==> config.mk <==
export PLATFORM = sky130hd
export DESIGN_NAME = mmio_timer
export DESIGN_NICKNAME = d
export VERILOG_FILES = /design/src/rtl/mmio_timer.sv
export SDC_FILE = /design/constraint.sdc
export NUM_CORES = 1
export LEC_CHECK = 0
export BUFFER_PORTS_ARGS = -buffer_cell sky130_fd_sc_hd__buf_2
export CAP_MARGIN = 15
export CORE_MARGIN = 2
export CORE_UTILIZATION = 45
export DETAILED_ROUTE_END_ITERATION = 6
export GPL_TIMING_DRIVEN = 0
export PLACE_DENSITY = 0.59
export SKIP_LAST_GASP = 1
export SYNTH_ARGS = -nofsm -noshare
export SYNTH_HDL_FRONTEND = slang
export SYNTH_SLANG_ARGS = --single-unit
==> constraint.sdc <==
create_clock -name clk -period 8.2 [get_ports clk]
set_clock_uncertainty 0.05 [all_clocks]
set_input_delay 1.23 -clock clk [delete_from_list [all_inputs] [get_ports clk]]
set_output_delay 1.23 -clock clk [all_outputs]
set_load 0.02 [all_outputs]
==> src/rtl/mmio_timer.sv <==
// Memory-mapped 64-bit machine timer with prescaler, compare and W1C pending.
// Define MMIO_TIMER_AUTO_RELOAD_EN to add CTRL.reload_en (wrap mtime to 0 on match).
module mmio_timer #(
    parameter logic [31:0] BASE_ADDR = 32'h0000_4000,
    parameter int          PRESC_W   = 16
) (
    input  logic        clk,
    input  logic        rst,
    input  logic        rd_en,
    input  logic        wr_en,
    input  logic [31:0] addr,
    input  logic [2:0]  mem_acc_mode,
    input  logic [31:0] wdata,
    output logic [31:0] rdata,
    output logic        timer_interrupt
);

    logic [63:0]        mtime;
    logic [63:0]        mtimecmp;
    logic [31:0]        shadow;
    logic [PRESC_W-1:0] prescale;
    logic [PRESC_W-1:0] presc_cnt;
    logic               en;
    logic               irq_en;
    logic               reload_en;
    logic               pending;

    logic        sel;
    logic [2:0]  off;
    logic [1:0]  lane;
    logic        size_ok;
    logic [3:0]  be_base;
    logic [3:0]  wstb;
    logic [31:0] wd;
    logic [31:0] word;
    logic [31:0] shifted;
    logic        match;
    logic        tick;
    logic        wrap;
    logic        wr_time;

    assign sel  = (addr[31:5] == BASE_ADDR[31:5]);
    assign off  = addr[4:2];
    assign lane = addr[1:0];

    always_comb begin
        be_base = 4'b0000;
        size_ok = 1'b0;
        case (mem_acc_mode)
            3'b000, 3'b100: begin
                be_base = 4'b0001;
                size_ok = 1'b1;
            end
            3'b001, 3'b101: begin
                be_base = 4'b0011;
                size_ok = ~addr[0];
            end
            3'b010: begin
                be_base = 4'b1111;
                size_ok = (addr[1:0] == 2'b00);
            end
            default: ;
        endcase
    end

    assign wstb = (wr_en && sel && size_ok) ? (be_base << lane) : 4'b0000;
    assign wd   = wdata << {lane, 3'b000};

    function automatic logic [31:0] merge(input logic [31:0] old,
                                          input logic [3:0]  stb,
                                          input logic [31:0] data);
        logic [31:0] r;
        for (int i = 0; i < 4; i++)
            r[8*i +: 8] = stb[i] ? data[8*i +: 8] : old[8*i +: 8];
        return r;
    endfunction

    always_comb begin
        word = 32'b0;
        case (off)
            3'd0:    word = mtime[31:0];
            3'd1:    word = shadow;
            3'd2:    word = mtimecmp[31:0];
            3'd3:    word = mtimecmp[63:32];
            3'd4:    word = {29'b0, reload_en, irq_en, en};
            3'd5:    word = 32'(prescale);
            3'd6:    word = {31'b0, pending};
            default: word = 32'b0;
        endcase
    end

    assign shifted = word >> {lane, 3'b000};

    always_comb begin
        rdata = 32'b0;
        if (rd_en && sel && size_ok) begin
            case (mem_acc_mode)
                3'b000:  rdata = {{24{shifted[7]}}, shifted[7:0]};
                3'b100:  rdata = {24'b0, shifted[7:0]};
                3'b001:  rdata = {{16{shifted[15]}}, shifted[15:0]};
                3'b101:  rdata = {16'b0, shifted[15:0]};
                3'b010:  rdata = shifted;
                default: rdata = 32'b0;
            endcase
        end
    end

    assign match   = (mtime >= mtimecmp);
    assign tick    = en && (presc_cnt == prescale);
    assign wrap    = tick && match && reload_en;
    assign wr_time = (wstb != 4'b0000) && (off == 3'd0 || off == 3'd1);

`ifndef MMIO_TIMER_AUTO_RELOAD_EN
    assign reload_en = 1'b0;
`endif

    always_ff @(posedge clk or posedge rst) begin
        if (rst) begin
            mtime     <= 64'd0;
            mtimecmp  <= 64'hFFFF_FFFF_FFFF_FFFF;
            shadow    <= 32'd0;
            prescale  <= '0;
            presc_cnt <= '0;
            en        <= 1'b0;
            irq_en    <= 1'b0;
            pending   <= 1'b0;
`ifdef MMIO_TIMER_AUTO_RELOAD_EN
            reload_en <= 1'b0;
`endif
        end else begin
            if (en)
                presc_cnt <= tick ? '0 : presc_cnt + PRESC_W'(1);

            // Software writes to mtime win over a same-cycle tick.
            if (wr_time) begin
                if (off == 3'd0)
                    mtime[31:0] <= merge(mtime[31:0], wstb, wd);
                else
                    mtime[63:32] <= merge(mtime[63:32], wstb, wd);
            end else if (wrap) begin
                mtime <= 64'd0;
            end else if (tick) begin
                mtime <= mtime + 64'd1;
            end

            if (wstb != 4'b0000) begin
                case (off)
                    3'd2: mtimecmp[31:0]  <= merge(mtimecmp[31:0], wstb, wd);
                    3'd3: mtimecmp[63:32] <= merge(mtimecmp[63:32], wstb, wd);
                    3'd4: begin
                        if (wstb[0]) begin
                            en     <= wd[0];
                            irq_en <= wd[1];
`ifdef MMIO_TIMER_AUTO_RELOAD_EN
                            reload_en <= wd[2];
`endif
                        end
                    end
                    3'd5: begin
                        prescale  <= PRESC_W'(merge(32'(prescale), wstb, wd));
                        presc_cnt <= '0;
                    end
                    default: ;
                endcase
            end

            if (match)
                pending <= 1'b1;
            else if (off == 3'd6 && wstb[0] && wd[0])
                pending <= 1'b0;

            // Latch the upper half on a low-word read for tear-free access.
            if (rd_en && sel && off == 3'd0)
                shadow <= mtime[63:32];
        end
    end

    assign timer_interrupt = pending & irq_en;

endmodule

Word level (Yosys, flattened, before mapping). Index checks and enable logic that the tools add are counted.

Equality and inequality tests: 18. Reduce and logical (&&, ||, !) cells: 37. Order comparisons: 1. Multiplexer cells: 20. Bitwise gates (word level): 2. Shift operators: 3. Div/mod/pow operators: 0. $add $sub $neg: 2. Multipliers: 0.

Operators by type and width (count): case mux 32 bit (7 select lines) (1); case mux 32 bit (5 select lines) (1); two-way mux 64 bit (2); two-way mux 32 bit (3); adder 64 x 1 -> 64 bit, second input constant (1); >= comparator 64 bit (1); two-way mux 16 bit (4); AND reduction 3 bit (19); two-way mux 8 bit (4); << shifter 32 x 5 -> 32 bit (1); >> shifter 32 x 5 -> 32 bit (1); == test 27 x 10 -> 1 bit, second input constant (1); adder 16 x 1 -> 16 bit, second input constant (1); == test 16 bit (1); == test 3 bit, second input constant (5); case mux 4 bit (3 select lines) (1); inequality test 2 bit, second input constant (5); == test 3 x 2 -> 1 bit, second input constant (3); logical AND 1 bit (9); == test 3 x 1 -> 1 bit, second input constant (2); logical NOT 3 bit (2); two-way mux 4 bit (1); nonzero test 2 bit (2); nonzero test 4 bit (1); 9 further kinds (11).

RAM bits: 0. Input bits: 71. Bits in read-only memories: 0. Register bits: 195. Memories kept: 0. Latch bits: 0.

Depth between registers and ports, before layout. Gate-level depths: netlist of run 1.

Depth in word-level cells: 9. Gate-level depth with buffers: 11. Gate-level depth less buffers: 9.

Worst setup path after synthesis of run 1. OpenSTA, ideal clock, no wires.

Path type: input -> output. From: input addr[2]. To: output rdata[2]. Arrival time: 3.434 ns. Cell stages on the path: 9. Path slack: 3.486 ns. Cells stage by stage: clkbuf_1 > buf_2 > nor3b_2 > clkbuf_1 > a22o_1 > a221oi_1 > nand2_1 > o21ai_0 > a211oi_1.

Cells in the longest elaborated chain, start to end: 5. Elaborated cells on any way between the ends: 11. Classes of those cells: 6 x eq/ne; 1 x shift; 3 x mux; 1 x reduce/logical.

RTL lines: from (decl) (RTL line 11) `input logic [31:0] addr,`; == test 3 bit, or another cell as far along (RTL line 80) `case (off)`; case mux 32 bit (7 select lines) (*) (RTL line 80); >> shifter 32 x 5 -> 32 bit (*) (RTL line 92) `assign shifted = word >> {lane, 3'b000};`; case mux 32 bit (5 select lines) (*) (RTL line 97) `case (mem_acc_mode)`; two-way mux 32 bit (*) (RTL line 96) `if (rd_en && sel && size_ok) begin`; to (decl) (RTL line 14) `output logic [31:0] rdata,`.

Every way passes the cells marked *; elsewhere a longest branch is shown, timed or not.

Worst setup path in the final report of run 1.
From: input addr[2]. To: output rdata[22].

Same word-level chain as after synthesis.

==> results of run 1 <==
-- sequential cells by signal (all words and copies together) (netlist names) --
signal and cells:
shadow 32, presc_cnt 16, mtime 64, en 1, irq_en 1, prescale 16
mtimecmp 64, pending 1
-- layer usage --
metal | part of all wire, % | global-route usage (%) | up-vias
met5 | 0 | 0 | -
met1 | 40 | 48.8 | 6586
li1 | - | - | 6094
met3 | 8.8 | 7.69 | 211
met2 | 45 | 59.0 | 821
met4 | 6.4 | 22.9 | 0
-- cell usage in the layout, fill, tap and decap left out, types with 32 or more instances in the layout --
master    Yosys  layout
inv_1        76      75
nand2_1     225     225
clkbuf_1     78      80
nand3_1      58      58
o21ai_0     181     181
nor2_1       82      82
mux2_2       49      49
dfrtp_1     131     131
a21oi_1     149     149
nand4_1      45      45
buf_2        11     112
mux2i_1      32      32
ha_1         66      66
dfstp_2      64      64
-- synthesized netlist by cell type (6+ instances only) --
library cell / count
buf_2: 11
a31oi_1: 7
buf_1: 10
ha_1: 66
and4_1: 8
dfstp_2: 64
a221oi_1: 18
and3_1: 17
xnor2_1: 7
nor3_1: 17
nand3_1: 58
nand2_1: 225
a22o_1: 17
a221o_1: 11
and2_1: 26
nor2b_1: 10
a21o_1: 22
a211oi_1: 22
a21oi_1: 149
o211a_1: 6
mux2i_1: 32
nand4_1: 45
mux2_2: 49
o211ai_1: 7
o31ai_1: 8
xor2_1: 22
dfrtp_1: 131
o21a_1: 7
or2_2: 15
nor2_1: 82
or3_1: 11
o2bb2ai_1: 6
nor4_1: 12
clkbuf_1: 78
o21ai_0: 181
inv_1: 76
o22ai_1: 13
-- final timing paths --
path / startpoint / to / slack [ns]
min: mtimecmp[44] / mtimecmp[44] / 0.44
max in group asynchronous: rst / mtimecmp[1] / 6.32
max: addr[2] / rdata[22] / 1.34
max reg2reg: mtime[0] / pending / 4.16
min in group asynchronous: rst / mtime[61] / 0.82
min reg2reg: mtimecmp[44] / mtimecmp[44] / 0.44
-- power breakdown --
group          switching [mW]  total [mW]  internal (mW)
clock network           0.428       0.852          0.424
logic                   0.133       0.177         0.0432
registers       0.00000000591       0.963          0.963
-- cells by family after synthesis --
| kind of cell | count (synthesis) | share of synthesized area (%) |
|---|---|---|
| compound gates | 508 | 23.1 |
| simple gates | 550 | 19.9 |
| fa+ha+maj | 66 | 6.14 |
| flops | 195 | 36.9 |
| buf+inv | 176 | 5.01 |
| xor+xnor | 29 | 1.89 |
| mux | 85 | 7.15 |
-- worst reg2reg max path, cell delays in order, from the launching register on --
cell,delay [ns]
dfrtp_1,0.55
inv_1,0.09
ha_1,0.29
nand2b_1,0.14
a21o_1,0.17
a211o_1,0.30
a2111oi_0,0.71
o21ai_0,0.61
a2111oi_0,0.62
buf_2,0.25
o211ai_1,0.12
-- through the flow --
| stage | setup slack [ns] | hold slack (ns) | TNS (ns) |
|---|---|---|---|
| finish | 1.34 | 0.441 | 0 |
| floorplan | 1.71 | 0.413 | 0 |
| detailed placement | 1.56 | 0.434 | 0 |
| global placement | -0.953 | 0.423 | -122.70 |
| CTS | 1.56 | 0.444 | 0 |
| global route | 1.40 | 0.454 | 0 |
-- area by class of cell --
cell class / instances / share of cell area (%)
multi-input cells: 1238 / 52.0
flip-flops and latches: 195 / 32.9
repair buffers: 103 / 3.59
well taps: 390 / 3.24
clock buffers: 19 / 2.88
plain buffers: 99 / 2.56
inverters: 77 / 1.97
clock inverters: 13 / 0.839
diodes: 1 / 0.0166
==> metrics.md, run 1 <==
| Metric | Value |
|---|---|
| Critical Path Stages | `9` |
| Vias in the first global route | `between 10000 and 15000` |
| Leakage | `6.32 nW` |
| 1st-pass router iterations | `7` |
| Area of the multi-input gates | `just under 8000 µm²` |
| Gr usage total | `38.0%` |
| Synth Warn # | `0` |
| Top delay family on crit path | `buffers and inverters` |
| Reg area | `~5000 µm²` |
| Via density | `between 6 and 7` |
| Slew HR | `between 10% and 20%` |
| CTS tree | `built` |
| Achievable Freq | `0.146 GHz` |
| Max H-tree Level | `4` |
| CTS Buf Count | `17` |
| Element type at the critical path end | `output port` |
| Clk root buf | `clkbuf_16` |
| Critical Path Slowest Stage Cell | `nor3b_2` |
| Post-synthesis register bit count | `slightly below 200` |
| Num rows | `63` |
| Clock Sinks | `195` |
| Largest net degree at the start of global routing | `about 120` |
| Hpwl dp | `45.2 mm` |
| Global-route wire length before repair | `around 86 mm` |
| Routed Wire Length | `58.4 mm` |
| Layout cells sized above 1 | `approximately 17%` |
| Initial antenna violation count | `2` |
| Hold Buf Count CTS | `0` |
| # DRC | `0` |
| Post-route ant nets | `0` |
| Final non-filler cell total | `between 2000 and 2500` |
| PwrDens | `between 100 and 150 nW/µm²` |
| Inst Count DP | `around 2100` |
| Synth area leaders | `dfrtp_1 24%, dfstp_2 12%, o21ai_0 6.7%` |
| Hold Fails Final Rpt | `0` |
| Final nets | `between 1500 and 2000` |
| Leading area contributor after synthesis | `dfrtp_1` |
| CP peak stage delay | `0.94 ns` |
| Post-Syn Instances | `around 1600` |
| CP Max Fanout | `10` |
| Syn avg cell area | `8.36 µm²` |
| Die area | `approximately 31000 µm²` |
| Share of the synthesized area in the top cell type | `between 20% and 30%` |
| Max Cap Violations | `0` |
| Data arrival, critical path | `~5.6 ns` |
| Post-DP Area | `about 14000 µm²` |
| Initial Util | `between 40% and 50%` |
| Die W | `roughly 180 µm` |
| Setup Viol. Count Final | `0` |
| CP required | `6.92 ns` |
| Post-CTS Setup Inserts | `0` |
| CTS Buffer Depth | `2` |
| Unrepaired setup endpoints after global routing | `no` |
| Chip Height | `between 150 and 200 µm` |
| Seq/Total Area, Yosys | `approximately 37%` |
| Worst setup SP type | `input pin` |
| Primary FF master, synth | `dfrtp_1` |
| Boundary Pins | `between 100 and 150` |
| Final core occ | `50.9%` |
| Post-CTS resize count | `0` |
| Share of flip-flops with an asynchronous set or reset | `100%` |
| P&R area growth vs syn | `11.9%` |
| Worst Hold Class | `flip-flop to flip-flop` |
| Buf/Inv on CP | `4` |
| Final worst-path cycle share | `83.7%` |
| Reg2Reg Depth | `10` |
| Syn Std Cell Area | `about 13000 µm²` |
| Port Buffer Count | `99` |
| Hold Path Stages | `2` |
| VDD IR max | `around 200 µV` |
| Outcome | `finished, final reports clean` |
| GP Congestion | `roughly 1.0` |
| Worst-path cell chain | `clkbuf_1, buf_2, nor3b_2, clkbuf_1, a221oi_1, nand2_1, o21ai_0, o21ai_0, buf_2` |
| Final Max Tran Viols | `0` |
| Fillers | `2895` |
| Power, Total | `1.99 mW` |
| Critical Setup Path Class | `input pin to output port` |
| Core area | `29600 µm²` |
| Clock Pin Slew Worst Setup and Hold Paths | `approximately 0.070 ns` |
| Slew at the pin closest to its max-slew limit | `about 1.3 ns` |
| Syn_nets | `1746` |
| Min cycle time layout | `roughly 6.9 ns` |
| Total number of vias | `about 14000` |
| EDFF count, synth | `0` |
| DR WL/cell | `approximately 27 µm` |
| DRT iter0 DRCs | `around 2100` |
| Global route overflow | `0` |
| Cell variety after synth | `70` |
| Worst-Skew Late Latency | `between 0.4 and 0.5 ns` |
| Final instance area | `about 15000 µm²` |
No activity file was read; power rests on OpenSTA's default activity.
==> run 2: changes to the inputs <==
Settings changed: PLACE_DENSITY 0.59 to 0.61.
Clock period 8.2 ns to 5.75 ns, I/O delays scaled along.
==> metrics.md, run 2 (synthesis gave the netlist of run 1 again) <==
| Metric | Value |
|---|---|
| Outcome | `finished, final reports clean` |
| Post-route ant nets | `0 (unchanged)` |
| Unrepaired setup endpoints after global routing | `no` |
| CTS Buf Count | `17 (unchanged)` |
| FF-to-FF End | `pending` |
| Most common cell after layout, fill and taps aside | `nand2_1` |
| Largest net degree at the start of global routing | `39 (-66%)` |
| Top delay family on crit path | `buffers and inverters` |
| Final Max Tran Viols | `0 (unchanged)` |
| PwrDens | `193 nW/µm² (+46%)` |
| Gr usage total | `36.6% (-1.4 points)` |
| Min cycle time layout | `~5.7 ns` |
| Reg2Reg Depth | `10 (unchanged)` |
| Global-route wire length before repair | `83.5 mm (-2.6%)` |
| Clock Pin Slew Worst Setup and Hold Paths | `0.08 ns (about the same)` |
| Max H-tree Level | `4 (unchanged)` |
| Worst-Skew Late Latency | `0.47 ns (-0.02 ns)` |
| Core area | `29600 µm² (unchanged)` |
| Layout cells sized above 1 | `16.7% (+0.19 points)` |
| 1st-pass router iterations | `6 (-1)` |
| Global route overflow | `0 (unchanged)` |
| CP required | `4.84 ns (-2.08 ns)` |
| Top Registers | `mtime: 64 flops, mtimecmp: 64 flops, shadow: 32 flops` |
| Area of the multi-input gates | `7840 µm² (+0.16%)` |
| DRT iter0 DRCs | `1849 (-13%)` |
| Critical Path Stages | `9 (unchanged)` |
| Max Cap Violations | `0 (unchanged)` |
| # DRC | `0 (unchanged)` |
| Clock Sinks | `195 (unchanged)` |
| VDD IR max | `205 µV (+0.32%)` |
| Post-CTS resize count | `0 (unchanged)` |
| Achievable Freq | `about 0.18 GHz` |
| Port Buffer Count | `99 (unchanged)` |
| Final worst-path cycle share | `between 90 and 100%` |
| Num rows | `63 (unchanged)` |
| Critical Setup Path Class | `input pin to output port` |
| Boundary Pins | `104 (unchanged)` |
| Data arrival, critical path | `4.79 ns (-0.79 ns)` |
| Hold Buf Count CTS | `0 (unchanged)` |
| Critical Path Slowest Stage Cell | `nor3b_4` |
| CP peak stage delay | `0.73 ns (-0.21 ns)` |
| Worst setup SP type | `input pin` |
| Leakage | `6.39 nW (+1.0%)` |
| Final non-filler cell total | `2139 (+0.19%)` |
| Crit path to | `rdata[6]` |
| Worst Hold Class | `input pin to asynchronous set/reset pin` |
| Via density | `6.45 (+0.41%)` |
| CTS Buffer Depth | `2 (unchanged)` |
| GP Congestion | `0.994 (-0.50%)` |
| FF-to-FF Start | `mtime[0]` |
| P&R area growth vs syn | `12.9%` |
| Inst Count DP | `2105 (+0.14%)` |
| CTS tree | `built` |
| Chip Height | `177 µm (unchanged)` |
| Worst-path cell chain | `clkbuf_1, buf_2, nor3b_4, clkbuf_1, a221oi_1, nand2_1, o21ai_0, a211oi_1, buf_2` |
| Hold Fails Final Rpt | `0 (unchanged)` |
| Slew HR | `9.57% (-2.9 points)` |
| Hpwl dp | `44.1 mm (-2.4%)` |
| DR WL/cell | `26.5 µm (-3.1%)` |
| Vias in the first global route | `13100 (-1.0%)` |
| Reg area | `4960 µm² (unchanged)` |
| Setup crit start | `addr[2]` |
| Die W | `177 µm (unchanged)` |
| Routed Wire Length | `56.7 mm (-3.0%)` |
| Buf/Inv on CP | `4 (unchanged)` |
| Initial Util | `45.5% (unchanged)` |
| Clk root buf | `clkbuf_16` |
| Element type at the critical path end | `output port` |
| Most frequent cells in the layout | `225 x nand2_1, 181 x o21ai_0, 149 x a21oi_1` |
| Die area | `31300 µm² (unchanged)` |
| Worst R2R Setup Slack | `1.75 ns (-2.41 ns)` |
| Setup Viol. Count Final | `0 (unchanged)` |
| Final nets | `1872 (+0.21%)` |
| Slew at the pin closest to its max-slew limit | `1.36 ns (+0.0441 ns)` |
| Initial antenna violation count | `2 (unchanged)` |
| Post-Route Setup TNS | `0 ns (unchanged)` |
| CP Max Fanout | `10 (unchanged)` |
| Post-CTS Setup Inserts | `0 (unchanged)` |
| Total number of vias | `13800 (+0.60%)` |
| Fillers | `2879 (-0.55%)` |
run 2: changes by cell type in the layout (fill, tap and decap cells not counted), moves of 2 or more:
cell / previous run / this run
buf_12: 0 / 5
clkinvlp_4: 3 / 1
clkinv_4: 3 / 1
inv_8: 2 / 0
bufinv_16: 1 / 3
run 2: area by class of cell:
type / count / area share [%]
inverters: 77 / 1.93
multi-input cells: 1238 / 51.6
flip-flops and latches: 195 / 32.7
well taps: 390 / 3.21
clock buffers: 21 / 3.04
clock inverters: 11 / 0.980
repair buffers: 107 / 4.04
plain buffers: 99 / 2.54
diodes: 1 / 0.0165
run 2: routing by layer:
layer	part of all wire, %	global-route usage, %
met2	44	56.7
met5	0	0
met4	6.9	22.8
met3	9.9	8.78
met1	39	46.0
run 2: where the power goes:
group	switching, mW	internal (mW)	leakage, nW	total [mW]
combinational	0.188	0.0670	3.71	0.255
sequential	0.00000000808	1.37	2.38	1.37
clock	0.590	0.716	0.302	1.31
run 2: worst min path at each step:
stage | to | depth (start not counted)
after floorplan | mtimecmp[7] | 2
after global placement | mtimecmp[21] | 2
after detailed placement | mtimecmp[54] | 2
after CTS | shadow[26] | 2
after global routing | shadow[26] | 2
final | shadow[27] | 2
run 2: per-stage QoR:
step / power, mW / setup WS (ns) / util [%] / area [µm²] / hold WS (ns)
2_1_floorplan: 1.52 / 1.77 / - / 13500 / 0.413
3_3_place_gp: 1.63 / 0.116 / 48.9 / 14400 / 0.428
3_5_place_dp: 1.64 / 0.192 / 49.3 / 14600 / 0.434
4_1_cts: 2.93 / 0.186 / 51.3 / 15200 / 0.361
5_1_grt: 3.00 / 0.0333 / 51.4 / 15200 / 0.385
6_report: 2.93 / 0.0509 / 51.4 / 15200 / 0.354
